--- src/rtl/uart_rx_engine_pkg.sv ---
// Shared UART constants, FSM state encoding and the 3-sample majority vote.
// UART_RX_PARITY_EN adds the PARITY state to the encoding.
package uart_rx_engine_pkg;

  localparam int OVERSAMPLE = 16;
  localparam int CNT_W      = 4;

  localparam logic [CNT_W-1:0] MID_LO   = 4'd7;
  localparam logic [CNT_W-1:0] MID_C    = 4'd8;
  localparam logic [CNT_W-1:0] MID_HI   = 4'd9;
  localparam logic [CNT_W-1:0] CNT_LAST = 4'd15;

  typedef enum logic [2:0] {
    ST_IDLE,
    ST_START,
    ST_DATA,
`ifdef UART_RX_PARITY_EN
    ST_PARITY,
`endif
    ST_STOP
  } rx_state_e;

  function automatic logic maj3(input logic a, input logic b, input logic c);
    return (a & b) | (a & c) | (b & c);
  endfunction

endpackage

--- src/rtl/uart_rx_engine_if.sv ---
// Holding-register handshake and status between the RX engine (master) and its register block (slave).
interface uart_rx_engine_if;

  logic [7:0] rx_data_o;
  logic       rx_valid_o;
  logic       rx_ready_i;
  logic       frame_err_o;
  logic       parity_err_o;
  logic       overrun_o;
  logic       flag_clr_i;
  logic       busy_o;

  modport master (
    output rx_data_o, rx_valid_o, frame_err_o, parity_err_o, overrun_o, busy_o,
    input  rx_ready_i, flag_clr_i
  );

  modport slave (
    input  rx_data_o, rx_valid_o, frame_err_o, parity_err_o, overrun_o, busy_o,
    output rx_ready_i, flag_clr_i
  );

endinterface

--- src/rtl/uart_rx_engine_baud_nco.sv ---
// Phase-accumulator baud generator: one-clk tick on each accumulator carry-out.
module uart_baud_nco #(
  parameter int NCO_W = 32
) (
  input  logic             clk_i,
  input  logic             rst_ni,
  input  logic [NCO_W-1:0] inc_i,
  output logic             tick_o
);

  logic [NCO_W-1:0] acc_q, acc_d;

  always_comb begin
    {tick_o, acc_d} = {1'b0, acc_q} + {1'b0, inc_i};
  end

  // NOTE: state is updated with non-blocking assignments so every flop samples pre-edge values.
  always_ff @(posedge clk_i or negedge rst_ni) begin
    if (!rst_ni) acc_q <= '0;
    else         acc_q <= acc_d;
  end

endmodule

--- src/rtl/uart_rx_engine.sv ---
// 16x-oversampled 8N1 UART receiver with a one-entry valid/ready holding register.
// Define UART_RX_PARITY_EN for an 8-bit + parity + stop frame and the parity_odd_i port.
module uart_rx_engine
  import uart_rx_engine_pkg::*;
#(
  parameter int NCO_W = 32
) (
  input  logic             clk_i,
  input  logic             rst_ni,
  input  logic             uart_rx,
  input  logic             rx_en_i,
  input  logic [NCO_W-1:0] baud_inc_i,
`ifdef UART_RX_PARITY_EN
  input  logic             parity_odd_i,
`endif
  uart_rx_engine_if.master rx_if
);

  logic tick;

  uart_baud_nco #(.NCO_W(NCO_W)) u_nco (
    .clk_i  (clk_i),
    .rst_ni (rst_ni),
    .inc_i  (baud_inc_i),
    .tick_o (tick)
  );

  logic             rx_meta_q, rx_meta_d, rx_s_q, rx_s_d;
  logic [1:0]       init_q, init_d;
  logic             armed_q, armed_d;
  rx_state_e        state_q, state_d;
  logic [CNT_W-1:0] cnt_q, cnt_d;
  logic [2:0]       bit_idx_q, bit_idx_d;
  logic [1:0]       smp_q, smp_d;
  logic             bit_q, bit_d;
  logic [7:0]       shift_q, shift_d;
  logic [7:0]       data_q, data_d;
  logic             valid_q, valid_d;
  logic             ferr_q, ferr_d;
  logic             ovr_q, ovr_d;
`ifdef UART_RX_PARITY_EN
  logic             par_err_q, par_err_d;
  logic             perr_q, perr_d;
`endif
  logic             mid_vote;
  logic             commit;
  logic             ovr_set;

  // The line is only trusted once the synchroniser holds post-reset samples and has been seen
  // idle high, so a reset released mid-character cannot start a frame on a stale low level.
  always_comb begin
    rx_meta_d = uart_rx;
    rx_s_d    = rx_meta_q;
    init_d    = {init_q[0], 1'b1};
    armed_d   = armed_q | (init_q[1] & rx_s_q);
  end

  assign mid_vote = maj3(smp_q[0], smp_q[1], rx_s_q);

  // NOTE: every variable gets a default first so no path through the case infers a latch.
  always_comb begin
    state_d   = state_q;
    cnt_d     = cnt_q;
    bit_idx_d = bit_idx_q;
    smp_d     = smp_q;
    bit_d     = bit_q;
    shift_d   = shift_q;
    commit    = 1'b0;
`ifdef UART_RX_PARITY_EN
    par_err_d = par_err_q;
`endif

    if (tick) begin
      cnt_d = cnt_q + 4'd1;
      if (cnt_q == MID_LO) smp_d[0] = rx_s_q;
      if (cnt_q == MID_C)  smp_d[1] = rx_s_q;
      if (cnt_q == MID_HI) bit_d    = mid_vote;
    end

    unique case (state_q)
      ST_IDLE: begin
        if (rx_en_i && armed_q && !rx_s_q) begin
          state_d = ST_START;
          cnt_d   = '0;
`ifdef UART_RX_PARITY_EN
          par_err_d = 1'b0;
`endif
        end
      end
      ST_START: begin
        if (tick && cnt_q == CNT_LAST) begin
          if (bit_q) begin
            state_d = ST_IDLE;
          end else begin
            state_d   = ST_DATA;
            bit_idx_d = '0;
          end
        end
      end
      ST_DATA: begin
        if (tick && cnt_q == MID_HI) shift_d = {mid_vote, shift_q[7:1]};
        if (tick && cnt_q == CNT_LAST) begin
          bit_idx_d = bit_idx_q + 3'd1;
          if (bit_idx_q == 3'd7) begin
`ifdef UART_RX_PARITY_EN
            state_d = ST_PARITY;
`else
            state_d = ST_STOP;
`endif
          end
        end
      end
`ifdef UART_RX_PARITY_EN
      ST_PARITY: begin
        if (tick && cnt_q == CNT_LAST) begin
          par_err_d = ((^shift_q) ^ bit_q) != parity_odd_i;
          state_d   = ST_STOP;
        end
      end
`endif
      ST_STOP: begin
        // Leaving at mid-stop keeps the following start edge in view.
        if (tick && cnt_q == MID_HI) begin
          commit  = 1'b1;
          state_d = ST_IDLE;
        end
      end
      default: state_d = ST_IDLE;
    endcase

    if (!rx_en_i) begin
      state_d = ST_IDLE;
      commit  = 1'b0;
    end
  end

  always_comb begin
    data_d  = data_q;
    valid_d = valid_q;
    ferr_d  = ferr_q;
    ovr_set = 1'b0;
`ifdef UART_RX_PARITY_EN
    perr_d  = perr_q;
`endif

    if (commit) begin
      if (!valid_q || rx_if.rx_ready_i) begin
        data_d  = shift_q;
        valid_d = 1'b1;
        ferr_d  = ~mid_vote;
`ifdef UART_RX_PARITY_EN
        perr_d  = par_err_q;
`endif
      end else begin
        ovr_set = 1'b1;
      end
    end else if (valid_q && rx_if.rx_ready_i) begin
      valid_d = 1'b0;
      ferr_d  = 1'b0;
`ifdef UART_RX_PARITY_EN
      perr_d  = 1'b0;
`endif
    end

    ovr_d = (ovr_q & ~rx_if.flag_clr_i) | ovr_set;
  end

  always_ff @(posedge clk_i or negedge rst_ni) begin
    if (!rst_ni) begin
      rx_meta_q <= 1'b1;
      rx_s_q    <= 1'b1;
      init_q    <= '0;
      armed_q   <= 1'b0;
      state_q   <= ST_IDLE;
      cnt_q     <= '0;
      bit_idx_q <= '0;
      smp_q     <= '0;
      bit_q     <= 1'b0;
      // NOTE: datapath registers are reset too, because the byte is visible on outputs that must read 0.
      shift_q   <= '0;
      data_q    <= '0;
      valid_q   <= 1'b0;
      ferr_q    <= 1'b0;
      ovr_q     <= 1'b0;
`ifdef UART_RX_PARITY_EN
      par_err_q <= 1'b0;
      perr_q    <= 1'b0;
`endif
    end else begin
      rx_meta_q <= rx_meta_d;
      rx_s_q    <= rx_s_d;
      init_q    <= init_d;
      armed_q   <= armed_d;
      state_q   <= state_d;
      cnt_q     <= cnt_d;
      bit_idx_q <= bit_idx_d;
      smp_q     <= smp_d;
      bit_q     <= bit_d;
      shift_q   <= shift_d;
      data_q    <= data_d;
      valid_q   <= valid_d;
      ferr_q    <= ferr_d;
      ovr_q     <= ovr_d;
`ifdef UART_RX_PARITY_EN
      par_err_q <= par_err_d;
      perr_q    <= perr_d;
`endif
    end
  end

  assign rx_if.rx_data_o   = data_q;
  assign rx_if.rx_valid_o  = valid_q;
  assign rx_if.frame_err_o = ferr_q;
  assign rx_if.overrun_o   = ovr_q;
  assign rx_if.busy_o      = (state_q != ST_IDLE);
`ifdef UART_RX_PARITY_EN
  assign rx_if.parity_err_o = perr_q;
`else
  assign rx_if.parity_err_o = 1'b0;
`endif

endmodule

--- src/flat_wrapper.sv ---
// flat-port wrapper written by rule: the top's interface ports become plain ports
module uart_rx_engine_flat import uart_rx_engine_pkg::*;
#(
  parameter int NCO_W = 32
)
  (clk_i, rst_ni, uart_rx, rx_en_i, baud_inc_i, rx_if_rx_data_o, rx_if_rx_valid_o, rx_if_frame_err_o, rx_if_parity_err_o, rx_if_overrun_o, rx_if_busy_o, rx_if_rx_ready_i, rx_if_flag_clr_i);
  uart_rx_engine_if rx_if_i ();
  input  logic clk_i;
  input  logic rst_ni;
  input  logic uart_rx;
  input  logic rx_en_i;
  input  logic [NCO_W-1:0] baud_inc_i;
  output wire logic [$bits(rx_if_i.rx_data_o)-1:0] rx_if_rx_data_o;
  output wire logic [$bits(rx_if_i.rx_valid_o)-1:0] rx_if_rx_valid_o;
  output wire logic [$bits(rx_if_i.frame_err_o)-1:0] rx_if_frame_err_o;
  output wire logic [$bits(rx_if_i.parity_err_o)-1:0] rx_if_parity_err_o;
  output wire logic [$bits(rx_if_i.overrun_o)-1:0] rx_if_overrun_o;
  output wire logic [$bits(rx_if_i.busy_o)-1:0] rx_if_busy_o;
  input wire logic [$bits(rx_if_i.rx_ready_i)-1:0] rx_if_rx_ready_i;
  input wire logic [$bits(rx_if_i.flag_clr_i)-1:0] rx_if_flag_clr_i;
  assign rx_if_rx_data_o = rx_if_i.rx_data_o;
  assign rx_if_rx_valid_o = rx_if_i.rx_valid_o;
  assign rx_if_frame_err_o = rx_if_i.frame_err_o;
  assign rx_if_parity_err_o = rx_if_i.parity_err_o;
  assign rx_if_overrun_o = rx_if_i.overrun_o;
  assign rx_if_busy_o = rx_if_i.busy_o;
  assign rx_if_i.rx_ready_i = rx_if_rx_ready_i;
  assign rx_if_i.flag_clr_i = rx_if_flag_clr_i;
  uart_rx_engine #(.NCO_W(NCO_W)) u_core (.clk_i(clk_i), .rst_ni(rst_ni), .uart_rx(uart_rx), .rx_en_i(rx_en_i), .baud_inc_i(baud_inc_i), .rx_if(rx_if_i));
endmodule
--- config.mk ---
export PLATFORM = sky130hd
export DESIGN_NAME = uart_rx_engine_flat
export DESIGN_NICKNAME = d
export VERILOG_FILES = /design/src/rtl/uart_rx_engine_pkg.sv /design/src/rtl/uart_rx_engine_if.sv /design/src/rtl/uart_rx_engine_baud_nco.sv /design/src/rtl/uart_rx_engine.sv /design/src/flat_wrapper.sv
export SDC_FILE = /design/constraint.sdc
export NUM_CORES = 1
export LEC_CHECK = 0
export CAP_MARGIN = 5
export CORE_UTILIZATION = 40
export CTS_CLUSTER_DIAMETER = 100
export DETAILED_ROUTE_END_ITERATION = 8
export PLACE_DENSITY_LB_ADDON = 0.2
export SLEW_MARGIN = 30
export SYNTH_ARGS = -nofsm -noshare
export SYNTH_HDL_FRONTEND = slang
export SYNTH_SLANG_ARGS = --single-unit
--- constraint.sdc ---
create_clock -name clk_i -period 5.2 [get_ports clk_i]
set_clock_uncertainty 0.15 [all_clocks]
set_input_delay 1.04 -clock clk_i [delete_from_list [all_inputs] [get_ports clk_i]]
set_output_delay 1.04 -clock clk_i [all_outputs]
set_load 0.01 [all_outputs]
==> flow_metrics.tcl, run 1 <==
set metrics [dict create \
    max-vdd-ir-drop_v 0.000212 \
    syn_area_um2 4000 \
    status "finished clean" \
    crit_chain "clkdlybuf4s50_1 > ha_1 > fa_1 > a211oi_1 > o211ai_1 > a21oi_2 > o21ai_2 > nand4_2 > and2_1 > nand3b_1 > mux2_2" \
    cp.required_ns 5.29 \
    diodes 0 \
    vias 3072 \
    setup_viol 0 \
    layout_common_cells "dfrtp_1 (66), clkdlybuf4s50_1 (48), a21oi_1 (37), ha_1 (37)" \
    grt_pass1_wl_mm 14.0 \
    cts.sinks 68 \
    wl_per_cell_um 13.8 \
    r2r_cells 10 \
    area_growth_pct 20.8 \
    place_congestion 0.851 \
    final_core_util_pct 49.7 \
    powerDensity_nw_per_um2 530 \
    syn-num-nets 466 \
    cts_tree "done" \
    p_total_w 0.00256 \
    clk_pin_slew_worst_paths_ns 0.08 \
    cp-end-kind "register" \
    fp.dieArea_um2 10400 \
    drt_first_pass_iters 4 \
    crit_type "in -> reg" \
    cp-start-kind "input port" \
    initial_core_util_pct 41.1 \
    slew_violations 0 \
    hold_viol_final 0 \
    worstHoldPathCells 0 \
    drv_cap 0 \
    synth_cells 390 \
    n_fill_cell 933 \
    drt_iter0_drc 89 \
    grt_setup_unrepaired "no" \
    grt_remaining_overflow 0 \
    hold_class "reg -> reg" \
    htree_levels 3 \
    viasPerCell 5.29 \
    die_w_um 102 \
    place_hpwl_mm 5.98 \
    hold_buffers 0 \
    route.detailed.drc 0 \
    timing.rr.start "u_core.u_nco.acc_q[0]" \
    critPathMaxFanout 9 \
    p_sw_share_pct 40.9 \
    avgSynthCellArea_um2 10.3 \
    p_leak_nw 2.14 \
    slowest_delay_ns 0.44 \
    insertion_delay_ns 0.35 \
    synthDistinctLibCells 56 \
    grt_pass1_vias 3080 \
    p_comb_share_pct 52.0 \
    intPower_w 0.00151 \
    wl_mm 8.04 \
    finalCritPeriodShare_pct 75.7 \
    numCtsBuffers 9 \
    worstHoldStart "u_core.init_q[0]" \
    layout-drive-gt1-share_pct 10.7 \
    postSynth.asyncResetShare_pct 100 \
    final_nets 519 \
    path_buf_inv 1 \
    synth-edff-count 0 \
    placementRows 36 \
    final_common_cell "dfrtp_1" \
    portBuffers 49 \
    finalSetupTns_ns 0 \
    timing.fmax_ghz 0.254 \
    cts_resized 0 \
    multi_input_area_um2 2210 \
    power_switching_w 0.00105 \
    ant_nets 0 \
    grt_util_all_layers_pct 17.3 \
    yosysSeqAreaShare_pct 42.6 \
    critPathTopFamily "compound AO/OA/AOI/OAI gates" \
    finalCriticalPeriod_ns 3.94 \
    ios 51 \
    worstMarginPinSlew_ns 0.564 \
    synth_warnings 0 \
    grt_max_degree 37 \
    clock_path_buffers 2 \
    arrival_ns 4.02 \
    relSlewSlack_pct 62.3 \
    die_h_um 102 \
    cp.depth 11 \
    core-area_um2 9730 \
    p_seq_share_pct 30.1 \
    synthFlopType "dfrtp_1" \
    pwr-share-clk_pct 17.9 \
    post_cts_buffers 0 \
    synth_seq_cells 68 \
    crit_path_start "baud_inc_i[0]" \
    root_buffer "clkbuf_8" \
    seq_area_um2 1700 \
    antenna_found_initial 0 \
    critPathSlowestCell "fa_1" \
]
## cell families after synthesis
| kind of cell | share of synthesized area (%) |
|---|---|
| adders and majority gates | 12.3 |
| muxes | 6.10 |
| other | 0.188 |
| and+or+nand+nor | 10.6 |
| xor gates and xnor gates | 6.35 |
| DFF | 42.6 |
| AOI/OAI and AO/OA | 19.7 |
| buffers and inverters | 2.16 |
## power groups by stage
stage               combinational, W  clock [W]  sequential (W)
floorplan                    0.00107          0        0.000761
global placement             0.00131          0        0.000777
detailed placement           0.00132          0        0.000782
CTS                          0.00133   0.000477        0.000773
global route                 0.00152   0.000498        0.000786
finish                       0.00133   0.000459        0.000770
## worst register-to-register path: stages (launching register included)
cell      delay (ns)
dfrtp_1         0.37
ha_1            0.22
fa_1            0.44
a211oi_1        0.31
o211ai_1        0.17
a21oi_2         0.29
o21ai_2         0.14
nand4_2         0.17
and2_1          0.34
nand3b_1        0.16
mux2_2          0.33
## sequential cells by signal, summed over array words and instances, names as in the netlist, 2 cells and up
register and cells:
u_core.rx_if.rx_data_o 8, u_core.cnt_q 4, u_core.bit_idx_q 3, u_core.smp_q 2, u_core.init_q 2, u_core.u_nco.acc_q 32
u_core.shift_q 8, u_core.state_q 2
## metrics by stage
step                      area [µm²]  hold WS (ns)  std cells  worst slack (ns)
final                           4830         0.197        581              1.26
after floorplan                 4000         0.181        390              1.63
after detailed placement        4620         0.189        565             0.883
after global routing            4830         0.205        581              1.07
after CTS                       4830         0.200        581              1.26
after global placement          4620         0.183        565             0.945
## cell usage after synthesis (4+ instances only)
library cell / instances / area share [%]
a211oi_1: 8 / 1.5
a21o_1: 12 / 2.3
a21oi_1: 37 / 4.6
clkbuf_1: 4 / 0.38
dfrtp_1: 66 / 41
ha_1: 37 / 12
inv_1: 13 / 1.2
mux2_2: 19 / 5.3
nand2_1: 25 / 2.3
nand3_1: 11 / 1.4
nor2_1: 25 / 2.3
nor3_1: 12 / 1.5
o211ai_1: 4 / 0.75
o21ai_0: 16 / 2.0
o21ai_1: 4 / 0.50
o21bai_1: 7 / 1.3
o22ai_1: 4 / 0.63
xnor2_1: 21 / 4.6
xor2_1: 8 / 1.8
## per-layer routing
layer  track usage, %  share of wire (%)
met1             22.3                 48
met2             28.1                 47
met3             3.28                3.6
met4             7.91                2.2
met5                0                  0
## final timing paths
kind,slack (ns),to
hold reg to reg,0.20,u_core.init_q[1]
setup reg to reg,2.02,u_core.smp_q[1]
min in group asynchronous,0.49,u_core.u_nco.acc_q[23]
max in group asynchronous,3.55,u_core.rx_s_q
setup / recovery,1.26,u_core.smp_q[1]
hold / removal,0.20,u_core.init_q[1]
## final cells by class
cell class	count	area share, %
Clock buffer	9	2.56
Timing Repair Buffer	50	10.2
Tap cell	133	3.44
Multi-Input combinational cell	301	45.8
Sequential cell	68	35.2
Clock inverter	7	1.73
Inverter	13	1.01
(Power assumes the default switching activity.)
==> run 2: changes to the inputs <==
Clock period 5.2 ns to 3.55 ns, I/O delays scaled along.
==> flow_metrics.tcl, run 2 (synthesis gave the netlist of run 1 again) <==
set metrics [dict create \
    status "finished clean" \
    diodes 0 \
    portBuffers 49 \
    finalCriticalPeriod_ns 3.38 \
    htree_levels 3 \
    drt_first_pass_iters 4 \
    area_growth_pct 30.6 \
    fp.dieArea_um2 10400 \
    fin_ws_ns 0.175 \
    timing.fmax_ghz 0.296 \
    cts.sinks 68 \
    ant_nets 0 \
    placementRows 36 \
    hold_buffers 0 \
    wl_per_cell_um 13.5 \
    numCtsBuffers 9 \
    setup_viol 0 \
    hold_viol_final 0 \
    clock_path_buffers 2 \
    cp-end-kind "register" \
    p_sw_share_pct 39.2 \
    cp.required_ns 3.64 \
    power_switching_w 0.00164 \
    grt_remaining_overflow 0 \
    ios 51 \
    final_common_cell "dfrtp_1" \
    root_buffer "clkbuf_8" \
    die_w_um 102 \
    initial_core_util_pct 41.1 \
    grt_pass1_vias 3215 \
    hold_slack_ns 0.180 \
    powerDensity_nw_per_um2 800 \
    cts_tree "done" \
    place_hpwl_mm 6.54 \
    p_comb_share_pct 56.7 \
    drv_cap 0 \
    grt_util_all_layers_pct 17.6 \
    drt_iter0_drc 160 \
    critPathMaxFanout 8 \
    worstMarginPinSlew_ns 0.546 \
    dpl.cell_count 618 \
    layout_common_cells "dfrtp_1 (66), buf_4 (54), clkdlybuf4s50_1 (48)" \
    die_h_um 102 \
    pwr-share-clk_pct 16.2 \
    post_cts_buffers 0 \
    route.detailed.drc 0 \
    top_register "u_core.u_nco.acc_q" \
    finalCritPeriodShare_pct 95.1 \
    layout-drive-gt1-share_pct 20.4 \
    slew_violations 0 \
    arrival_ns 3.46 \
    p_seq_share_pct 27.1 \
    relSlewSlack_pct 63.6 \
    final_nets 572 \
    intPower_w 0.00254 \
    antenna_found_initial 0 \
    clk_pin_slew_worst_paths_ns 0.09 \
    wl_mm 8.58 \
    core-area_um2 9730 \
    grt_pass1_wl_mm 14.3 \
    grt_setup_unrepaired "no" \
    hold_class "in -> async" \
    place_congestion 0.841 \
    largest_register_ffs 32 \
    max-vdd-ir-drop_v 0.000416 \
    vias 3281 \
    crit_type "in -> reg" \
    final_cells 634 \
    viasPerCell 5.18 \
    insertion_delay_ns 0.35 \
    cp-start-kind "input port" \
    grt_max_degree 28 \
    dp_slack_ns -0.239 \
    p_leak_nw 2.39 \
]
[run 2: critical path, stage by stage]
cell and delay, ns:
clkdlybuf4s50_1 0.41, ha_1 0.34, nand2_1 0.09, o21ai_0 0.39
a311oi_1 0.13, o211ai_1 0.20, o21ai_1 0.16, a211o_1 0.38
a21oi_4 0.28, mux2_2 0.38
[run 2: area by class of cell]
type,instances,area (µm²)
clock buffers,9,124
clock inverters,7,80.1
fillers,890,4500
inverters,13,48.8
multi-input cells,301,2210
flip-flops and latches,68,1700
well taps,133,166
repair buffers,103,891
[run 2: path summary, 6_finish.rpt]
| kind | start | end | slack, ns | cells after the start |
|---|---|---|---|---|
| setup / recovery | baud_inc_i[26] | u_core.rx_if.rx_data_o[5] | 0.17 | 10 |
| setup reg to reg | u_core.u_nco.acc_q[26] | u_core.rx_if.rx_data_o[5] | 0.58 | 9 |
| hold / removal | rst_ni | u_core.u_nco.acc_q[24] | 0.18 | 1 |
| hold reg to reg | u_core.init_q[0] | u_core.init_q[1] | 0.21 | 0 |
| max in group asynchronous | rst_ni | u_core.rx_s_q | 2.27 | 2 |
| min in group clk_i | u_core.init_q[0] | u_core.init_q[1] | 0.21 | 0 |
[run 2: power by group through the flow]
| stage | logic [W] | registers, W | clock network, W |
|---|---|---|---|
| after detailed placement | 0.00236 | 0.00115 | 0 |
| after global routing | 0.00264 | 0.00116 | 0.000725 |
| after CTS | 0.00238 | 0.00113 | 0.000701 |
| final | 0.00237 | 0.00113 | 0.000678 |
| after floorplan | 0.00156 | 0.00111 | 0 |
| after global placement | 0.00232 | 0.00114 | 0 |
[run 2: per-stage QoR]
stage / power, W / setup TNS [ns] / cell area [µm²] / util [%]
CTS: 0.00421 / 0 / 5230 / 53.7
floorplan: 0.00268 / 0 / 4000 / -
detailed placement: 0.00351 / -4.71 / 5020 / 51.6
global route: 0.00452 / 0 / 5230 / 53.7
global placement: 0.00346 / -2.84 / 5020 / 51.6
finish: 0.00418 / 0 / 5230 / 53.7
[run 2: layer usage]
layer	GRT usage, %	wire length, µm	vias up
met1	22.1	4100	1556
met4	5.82	139	0
met2	29.0	3950	77
met5	0	0	-
met3	5.06	389	12
li1	-	-	1636
[run 2: repair_timing]
item	4_1_cts	5_1_grt
gates resized for setup	0	2
endpoints found under the hold margin	0	0
setup endpoints to repair	0	18
